==> config.mk <==
export PLATFORM = sky130hd
export DESIGN_NAME = hvgen_param
export DESIGN_NICKNAME = d
export VERILOG_FILES = /design/src/rtl/hvgen_pkg.sv /design/src/rtl/hvgen_win.sv /design/src/rtl/hvgen_param.sv
export SDC_FILE = /design/constraint.sdc
export NUM_CORES = 1
export LEC_CHECK = 0
export ABC_AREA = 1
export CORE_MARGIN = 10
export CORE_UTILIZATION = 40
export DETAILED_ROUTE_END_ITERATION = 8
export DONT_BUFFER_PORTS = 1
export SKIP_CTS_REPAIR_TIMING = 1
export SLEW_MARGIN = 20
export SYNTH_ARGS = -nofsm -noshare
export SYNTH_HDL_FRONTEND = slang
export SYNTH_SLANG_ARGS = --single-unit
export TNS_END_PERCENT = 30
==> constraint.sdc <==
create_clock -name CLK -period 2.6 [get_ports CLK]
set_clock_uncertainty 0.15 [all_clocks]
set_input_delay 0.39 -clock CLK [delete_from_list [all_inputs] [get_ports CLK]]
set_output_delay 0.39 -clock CLK [all_outputs]
set_load 0.005 [all_outputs]
==> src/rtl/hvgen_pkg.sv <==
// Shared timing constants and active-width mode table for the raster generator.
package hvgen_pkg;

    localparam int MODE_W = 2;
    localparam int CNT_W  = 9;
    localparam int TRIM_W = 4;

    localparam int HTOTAL_DEF   = 320;
    localparam int VTOTAL_DEF   = 260;
    localparam int VACT_DEF     = 224;
    localparam int HPOS_OFS_DEF = 16;
    localparam int HS_START_DEF = 296;
    localparam int HS_LEN_DEF   = 16;
    localparam int VS_START_DEF = 234;
    localparam int VS_LEN_DEF   = 4;

    typedef logic [CNT_W-1:0]         cnt_t;
    typedef logic [MODE_W-1:0]        mode_t;
    typedef logic signed [TRIM_W-1:0] trim_t;

    // Horizontal blank ends at hb_end and restarts at hb_start for each mode.
    function automatic cnt_t hb_end(input mode_t m);
        case (m)
            2'd0:    hb_end = 9'd30;
            2'd1:    hb_end = 9'd38;
            2'd2:    hb_end = 9'd46;
            default: hb_end = 9'd62;
        endcase
    endfunction

    function automatic cnt_t hb_start(input mode_t m);
        case (m)
            2'd0:    hb_start = 9'd286;
            2'd1:    hb_start = 9'd278;
            2'd2:    hb_start = 9'd270;
            default: hb_start = 9'd254;
        endcase
    endfunction

endpackage

==> src/rtl/hvgen_win.sv <==
// Registered in-window comparator: flags cnt in [START+trim, START+trim+LEN), 9-bit modular.
module hvgen_win
    import hvgen_pkg::*;
#(
    parameter int START = 0,
    parameter int LEN   = 1
) (
    input  logic  clk,
    input  logic  rst,
    input  logic  en,
    input  cnt_t  cnt,
    input  trim_t trim,
    output logic  in_win
);

    cnt_t lo;
    cnt_t hi;
    logic in_win_d;
    logic in_win_q;

    // Bounds wrap mod 512 with a plain unsigned compare, so a wrapped window simply never matches.
    always_comb begin
        lo       = cnt_t'(START) + {{(CNT_W-TRIM_W){trim[TRIM_W-1]}}, trim};
        hi       = lo + cnt_t'(LEN);
        in_win_d = in_win_q;
        if (en) begin
            in_win_d = (cnt >= lo) && (cnt < hi);
        end
    end

    always_ff @(posedge clk) begin
        if (rst) begin
            in_win_q <= 1'b0;
        end else begin
            in_win_q <= in_win_d;
        end
    end

    assign in_win = in_win_q;

endmodule

==> src/rtl/hvgen_param.sv <==
// Parameterised H/V raster timing generator with frame-aligned mode/trim updates and blank gating.
module hvgen_param
    import hvgen_pkg::*;
#(
    parameter int HTOTAL   = HTOTAL_DEF,
    parameter int VTOTAL   = VTOTAL_DEF,
    parameter int VACT     = VACT_DEF,
    parameter int HPOS_OFS = HPOS_OFS_DEF,
    parameter int HS_START = HS_START_DEF,
    parameter int HS_LEN   = HS_LEN_DEF,
    parameter int VS_START = VS_START_DEF,
    parameter int VS_LEN   = VS_LEN_DEF,
    parameter int RGB_W    = 12
) (
    input  logic             CLK,
    input  logic             RESET,
    input  logic             PCLK_EN,
    input  mode_t            MODE,
    input  trim_t            HOFFS,
    input  trim_t            VOFFS,
    input  logic [RGB_W-1:0] iRGB,
    output logic [8:0]       HPOS,
    output logic [8:0]       VPOS,
    output logic [RGB_W-1:0] oRGB,
    output logic             HBLK,
    output logic             VBLK,
    output logic             HSYN,
    output logic             VSYN,
    output logic             VBL_IRQ,
    output logic             FIELD,
    output mode_t            MODE_ACT
);

    cnt_t             hcnt_q, hcnt_d;
    cnt_t             vcnt_q, vcnt_d;
    mode_t            mode_q, mode_d;
    trim_t            hoffs_q, hoffs_d;
    trim_t            voffs_q, voffs_d;
    logic             hblk_q, hblk_d;
    logic             vblk_q, vblk_d;
    logic [RGB_W-1:0] rgb_q, rgb_d;
    logic             irq_q, irq_d;
    logic             field_q, field_d;
    logic             h_last;
    logic             v_last;
    logic             frame_end;
    logic             hs_win;
    logic             vs_win;

    always_comb begin
        h_last    = (hcnt_q == cnt_t'(HTOTAL - 1));
        v_last    = (vcnt_q == cnt_t'(VTOTAL - 1));
        frame_end = PCLK_EN && h_last && v_last;

        hcnt_d  = hcnt_q;
        vcnt_d  = vcnt_q;
        mode_d  = mode_q;
        hoffs_d = hoffs_q;
        voffs_d = voffs_q;
        hblk_d  = hblk_q;
        vblk_d  = vblk_q;
        rgb_d   = rgb_q;
        field_d = field_q;
        irq_d   = 1'b0;

        if (PCLK_EN) begin
            hcnt_d = h_last ? '0 : hcnt_q + 9'd1;
            if (h_last) begin
                vcnt_d = v_last ? '0 : vcnt_q + 9'd1;
            end
            hblk_d = (hcnt_q < hb_end(mode_q)) || (hcnt_q >= hb_start(mode_q));
            vblk_d = (vcnt_q >= cnt_t'(VACT));
            // Gate on the blanks already on the outputs, not the ones being computed now.
            rgb_d  = (hblk_q || vblk_q) ? '0 : iRGB;
            irq_d  = vblk_d && !vblk_q;
            if (frame_end) begin
                field_d = ~field_q;
                mode_d  = MODE;
                hoffs_d = HOFFS;
                voffs_d = VOFFS;
            end
        end
    end

    always_ff @(posedge CLK) begin
        if (RESET) begin
            hcnt_q  <= '0;
            vcnt_q  <= '0;
            mode_q  <= MODE;
            hoffs_q <= HOFFS;
            voffs_q <= VOFFS;
            hblk_q  <= 1'b1;
            vblk_q  <= 1'b1;
            rgb_q   <= '0;
            irq_q   <= 1'b0;
            field_q <= 1'b0;
        end else begin
            hcnt_q  <= hcnt_d;
            vcnt_q  <= vcnt_d;
            mode_q  <= mode_d;
            hoffs_q <= hoffs_d;
            voffs_q <= voffs_d;
            hblk_q  <= hblk_d;
            vblk_q  <= vblk_d;
            rgb_q   <= rgb_d;
            irq_q   <= irq_d;
            field_q <= field_d;
        end
    end

    hvgen_win #(
        .START (HS_START),
        .LEN   (HS_LEN)
    ) u_hs_win (
        .clk    (CLK),
        .rst    (RESET),
        .en     (PCLK_EN),
        .cnt    (hcnt_q),
        .trim   (hoffs_q),
        .in_win (hs_win)
    );

    hvgen_win #(
        .START (VS_START),
        .LEN   (VS_LEN)
    ) u_vs_win (
        .clk    (CLK),
        .rst    (RESET),
        .en     (PCLK_EN),
        .cnt    (vcnt_q),
        .trim   (voffs_q),
        .in_win (vs_win)
    );

    assign HPOS     = hcnt_q - cnt_t'(HPOS_OFS);
    assign VPOS     = vcnt_q;
    assign oRGB     = rgb_q;
    assign HBLK     = hblk_q;
    assign VBLK     = vblk_q;
    assign HSYN     = ~hs_win;
    assign VSYN     = ~vs_win;
    assign VBL_IRQ  = irq_q;
    assign FIELD    = field_q;
    assign MODE_ACT = mode_q;

endmodule

==> impl_metrics.prom, run 1 <==
# TYPE chip_impl_metric gauge
chip_impl_info{name="run_status",value="complete, no violations"} 1
chip_impl_metric{name="area_growth",unit="%"} 7.92
chip_impl_info{name="grt_setup_unrepaired",value="no"} 1
chip_impl_metric{name="final-setup-viol-count",unit=""} 0
chip_impl_metric{name="dieHeight",unit="um"} 102
chip_impl_metric{name="ant_nets",unit=""} 0
chip_impl_info{name="most_common_cell_after_layout_fill_and_taps_aside",value="sky130_fd_sc_hd__nand2_1"} 1
chip_impl_metric{name="tightest_slew",unit="ns"} 0.901
chip_impl_metric{name="place_congestion",unit=""} 0.780
chip_impl_metric{name="synth_area",unit="mm^2"} 0.00269
chip_impl_metric{name="grt-ovfl-total",unit=""} 0
chip_impl_metric{name="detail_route.iter0.violations",unit=""} 75
chip_impl_metric{name="p_sw_frac",unit=""} 0.256
chip_impl_metric{name="vias_per_cell",unit=""} 5.04
chip_impl_metric{name="p_leak",unit="nW"} 1.23
chip_impl_metric{name="cell_internal_power_dissipation",unit="mW"} 1.03
chip_impl_metric{name="synth_xor_xnor_area_share",unit=""} 0.0294
chip_impl_metric{name="timing.reg2reg.worst_path_depth",unit=""} 16
chip_impl_metric{name="arrival_worst_endpoint",unit="ns"} 2.48
chip_impl_metric{name="die_x",unit="um"} 102
chip_impl_metric{name="clkPwrFrac",unit=""} 0.336
chip_impl_metric{name="post_synth_fa_ha_maj_area_fraction",unit=""} 0.163
chip_impl_metric{name="grt_pass1_vias",unit=""} 2116
chip_impl_info{name="postSynth.topFlopCell",value="sky130_fd_sc_hd__dfxtp_1"} 1
chip_impl_metric{name="drc_errors",unit=""} 0
chip_impl_metric{name="met2_length",unit="mm"} 2.65
chip_impl_metric{name="cts.path.max_buffers",unit=""} 2
chip_impl_info{name="hold_class",value="primary input to flip-flop"} 1
chip_impl_info{name="cts_tree",value="built"} 1
chip_impl_info{name="crit_path_launch_type",value="flip-flop"} 1
chip_impl_metric{name="post-route-min-period",unit="ns"} 2.40
chip_impl_metric{name="cts-buffers-inserted",unit=""} 5
chip_impl_metric{name="design.core.area",unit="mm^2"} 0.00642
chip_impl_metric{name="timing_hold_violations_final",unit=""} 0
chip_impl_info{name="synth_top_family_by_area",value="simple AND/OR/NAND/NOR gates"} 1
chip_impl_metric{name="antenna_violations_before_repair",unit=""} 0
chip_impl_metric{name="hold-path-cell-count",unit=""} 0
chip_impl_info{name="dr.max_layer_used",value="met4"} 1
chip_impl_info{name="hold_end",value="hoffs_q[0]$_DFFE_PP_"} 1
chip_impl_metric{name="routedLengthMet1",unit="mm"} 2.89
chip_impl_metric{name="compound_cell_area_share_of_the_yosys_netlist",unit=""} 0.119
chip_impl_metric{name="dp_cells",unit=""} 406
chip_impl_metric{name="final_core_utilization",unit=""} 0.451
chip_impl_metric{name="synth-seq-area-share",unit=""} 0.380
chip_impl_metric{name="grt_use_total",unit=""} 0.124
chip_impl_metric{name="via_count",unit=""} 2110
chip_impl_metric{name="switchingPower",unit="mW"} 0.353
chip_impl_metric{name="postRouteWirelength",unit="mm"} 6.26
chip_impl_metric{name="ys_warn_count",unit=""} 0
chip_impl_metric{name="io-pin-count",unit=""} 63
chip_impl_metric{name="syn_inst",unit=""} 337
chip_impl_metric{name="fp.dieArea",unit="mm^2"} 0.0104
chip_impl_metric{name="ys_seq_elements",unit=""} 46
chip_impl_metric{name="clk_latency",unit="ns"} 0.31
chip_impl_info{name="r2r_start",value="voffs_q[2]$_DFFE_PP_"} 1
chip_impl_metric{name="power.sequential.fraction",unit=""} 0.566
chip_impl_metric{name="synth_cell_type_count",unit=""} 33
chip_impl_metric{name="cp_data_required_time",unit="ns"} 2.68
chip_impl_metric{name="cts.clk_slew.worst_paths",unit="ns"} 0.10
chip_impl_metric{name="maximum_number_of_pins_on_one_net_before_global_route_repair",unit=""} 33
chip_impl_metric{name="post_layout_nonfiller_instances",unit=""} 419
chip_impl_metric{name="synth_fp_nets",unit=""} 397
chip_impl_metric{name="maxSlewViolCount",unit=""} 0
chip_impl_metric{name="synth_mux_area_frac",unit=""} 0
chip_impl_metric{name="layout-drive-gt1-share",unit=""} 0.0760
chip_impl_metric{name="power.combinational.fraction",unit=""} 0.098
chip_impl_metric{name="regToRegSetupSlack",unit="ns"} 0.20
chip_impl_info{name="layout_common_cells",value="sky130_fd_sc_hd__nand2_1, sky130_fd_sc_hd__inv_1, sky130_fd_sc_hd__dfxtp_1, sky130_fd_sc_hd__ha_1, sky130_fd_sc_hd__a21oi_1"} 1
chip_impl_metric{name="synthSimpleGateAreaFrac",unit=""} 0.217
chip_impl_metric{name="synth_edf_count",unit=""} 10
chip_impl_metric{name="finalCritPeriodShare",unit=""} 0.923
chip_impl_metric{name="total_power",unit="mW"} 1.38
chip_impl_metric{name="async_reset_ff_frac",unit=""} 0
chip_impl_metric{name="rows",unit=""} 29
chip_impl_metric{name="ir_worst_vdd",unit="mV"} 0.232
chip_impl_metric{name="maxClockFrequency",unit="MHz"} 417
chip_impl_metric{name="worst-path-max-fanout",unit=""} 3
chip_impl_metric{name="route.detailed.wl_per_inst",unit="um"} 14.9
chip_impl_metric{name="place.detailed.hpwl",unit="mm"} 4.90
chip_impl_metric{name="grt_first_pass_wirelength",unit="mm"} 10.4
chip_impl_info{name="crit-reg2reg-capture",value="u_vs_win.in_win$_SDFFE_PP0P_"} 1
chip_impl_metric{name="first_pass_iters",unit=""} 4
chip_impl_info{name="hold_path.startpoint",value="HOFFS[0]"} 1
chip_impl_metric{name="power.density",unit="mW/mm^2"} 477
chip_impl_metric{name="normalized_max_slew_margin",unit=""} 0.397
chip_impl_metric{name="syn-mean-instance-area",unit="um^2"} 7.97
chip_impl_metric{name="clkSinkCount",unit=""} 46
chip_impl_metric{name="effective_utilization_at_floorplan",unit=""} 0.418
chip_impl_metric{name="cts_max_level",unit=""} 2
chip_impl_info{name="sort_of_element_at_the_end_of_the_critical_path",value="flip-flop"} 1
chip_impl_metric{name="wl_met3",unit="um"} 670
chip_impl_info{name="ctsRootBufferMaster",value="sky130_fd_sc_hd__clkbuf_8"} 1
chip_impl_metric{name="setup-tns-final",unit="ns"} 0
chip_impl_metric{name="antenna-diode-count",unit=""} 0
chip_impl_info{name="worst-setup-path-type",value="flip-flop to flip-flop"} 1
chip_impl_metric{name="place.port_buffers",unit=""} 0
chip_impl_metric{name="max-cap-violations",unit=""} 0
chip_impl_metric{name="nets",unit=""} 401
## critical path, stage by stage (launching register included)
cell and delay (ns):
sky130_fd_sc_hd__edfxtp_1 0.45, sky130_fd_sc_hd__ha_4 0.20, sky130_fd_sc_hd__nand2_2 0.07, sky130_fd_sc_hd__nand2_2 0.06, sky130_fd_sc_hd__ha_1 0.18, sky130_fd_sc_hd__ha_1 0.27, sky130_fd_sc_hd__inv_1 0.04, sky130_fd_sc_hd__ha_1 0.28
sky130_fd_sc_hd__nand2_1 0.09, sky130_fd_sc_hd__nor2_1 0.05, sky130_fd_sc_hd__nand2_1 0.06, sky130_fd_sc_hd__nand3_1 0.06, sky130_fd_sc_hd__o21ai_1 0.13, sky130_fd_sc_hd__nand2_1 0.06, sky130_fd_sc_hd__nand2_1 0.05, sky130_fd_sc_hd__nand2_1 0.04
sky130_fd_sc_hd__a21oi_1 0.11
## metal layers
layer / vias up / global-route usage
met5: - / 0
met3: 4 / 0.0607
met2: 55 / 0.185
met1: 949 / 0.156
li1: 1102 / -
met4: 0 / 0.0336
## sequential cells by signal, indices dropped and copies added, names as in the netlist
| signal | flops |
|---|---|
| hoffs_q | 4 |
| u_hs_win.in_win | 1 |
| oRGB | 12 |
| u_vs_win.in_win | 1 |
| HBLK | 1 |
| VBLK | 1 |
| VPOS | 9 |
| FIELD | 1 |
| hcnt_q | 9 |
| MODE_ACT | 2 |
| VBL_IRQ | 1 |
| voffs_q | 4 |
## cell families after synthesis
family | after synthesis
simple gates | 127
buf+inv | 60
fa+ha+maj | 35
compound gates | 60
flops | 46
xor+xnor | 9
## synthesized netlist by cell type, types with 2 or more instances
master                     number  area, um^2
sky130_fd_sc_hd__buf_4          4        30.0
sky130_fd_sc_hd__o21ai_0       15        75.1
sky130_fd_sc_hd__ha_1          35         438
sky130_fd_sc_hd__o21ai_1        6        30.0
sky130_fd_sc_hd__nand2_1       66         248
sky130_fd_sc_hd__inv_1         48         180
sky130_fd_sc_hd__nor2_4         2        22.5
sky130_fd_sc_hd__nor2_1        29         109
sky130_fd_sc_hd__o21bai_1       2        15.0
sky130_fd_sc_hd__nand4_1        6        37.5
sky130_fd_sc_hd__nor3_1         8        40.0
sky130_fd_sc_hd__nand3_1        8        40.0
sky130_fd_sc_hd__edfxtp_1      10         300
sky130_fd_sc_hd__dfxtp_1       36         721
sky130_fd_sc_hd__a21oi_1       32         160
sky130_fd_sc_hd__xor2_1         9        78.8
sky130_fd_sc_hd__clkbuf_1       5        18.8
## power by group through the flow
| stage | Sequential [mW] | Clock (mW) | Combinational, mW |
|---|---|---|---|
| CTS | 0.781 | 0.472 | 0.123 |
| floorplan | 0.788 | 0 | 0.105 |
| global route | 0.786 | 0.503 | 0.162 |
| global placement | 0.797 | 0 | 0.117 |
| finish | 0.781 | 0.464 | 0.135 |
| detailed placement | 0.797 | 0 | 0.123 |
## cell type report
class / instances / area (um^2)
clock buffer: 6 / 82.6
clock inverter: 2 / 12.5
fill: 662 / 3520
inverter: 50 / 190
multi-input combinational: 231 / 1440
sequential: 46 / 1020
tap: 77 / 96.3
timing repair buffer: 7 / 57.6
## worst max path at each step
stage                         startpoint                            to  slack [ns]  cells after the start
floorplan           voffs_q[1]$_DFFE_PP_  u_vs_win.in_win$_SDFFE_PP0P_        0.30                     14
global placement    voffs_q[1]$_DFFE_PP_  u_vs_win.in_win$_SDFFE_PP0P_        0.21                     14
detailed placement  voffs_q[1]$_DFFE_PP_  u_vs_win.in_win$_SDFFE_PP0P_        0.15                     14
CTS                 voffs_q[1]$_DFFE_PP_  u_vs_win.in_win$_SDFFE_PP0P_        0.12                     16
global route        voffs_q[1]$_DFFE_PP_  u_vs_win.in_win$_SDFFE_PP0P_       0.001                     16
finish              voffs_q[2]$_DFFE_PP_  u_vs_win.in_win$_SDFFE_PP0P_        0.20                     16
## per-stage QoR
step | hold slack (ns) | area, um^2 | worst slack (ns)
3_3_place_gp | 0.300 | 2740 | 0.209
4_1_cts | -0.0153 | 2840 | 0.122
6_report | 0.0211 | 2900 | 0.201
2_1_floorplan | 0.294 | 2690 | 0.299
5_1_grt | 0.00560 | 2900 | 0.00140
3_5_place_dp | 0.309 | 2740 | 0.150
Note: power is estimated with default switching activity, not from simulation.
==> inputs of run 2 (changes only) <==
- CTS_CLUSTER_SIZE: default -> 12
- RECOVER_POWER: default -> 25
==> results of run 2 <==
Same layout as run 1: the final DEF is identical, and so are final timing and power.
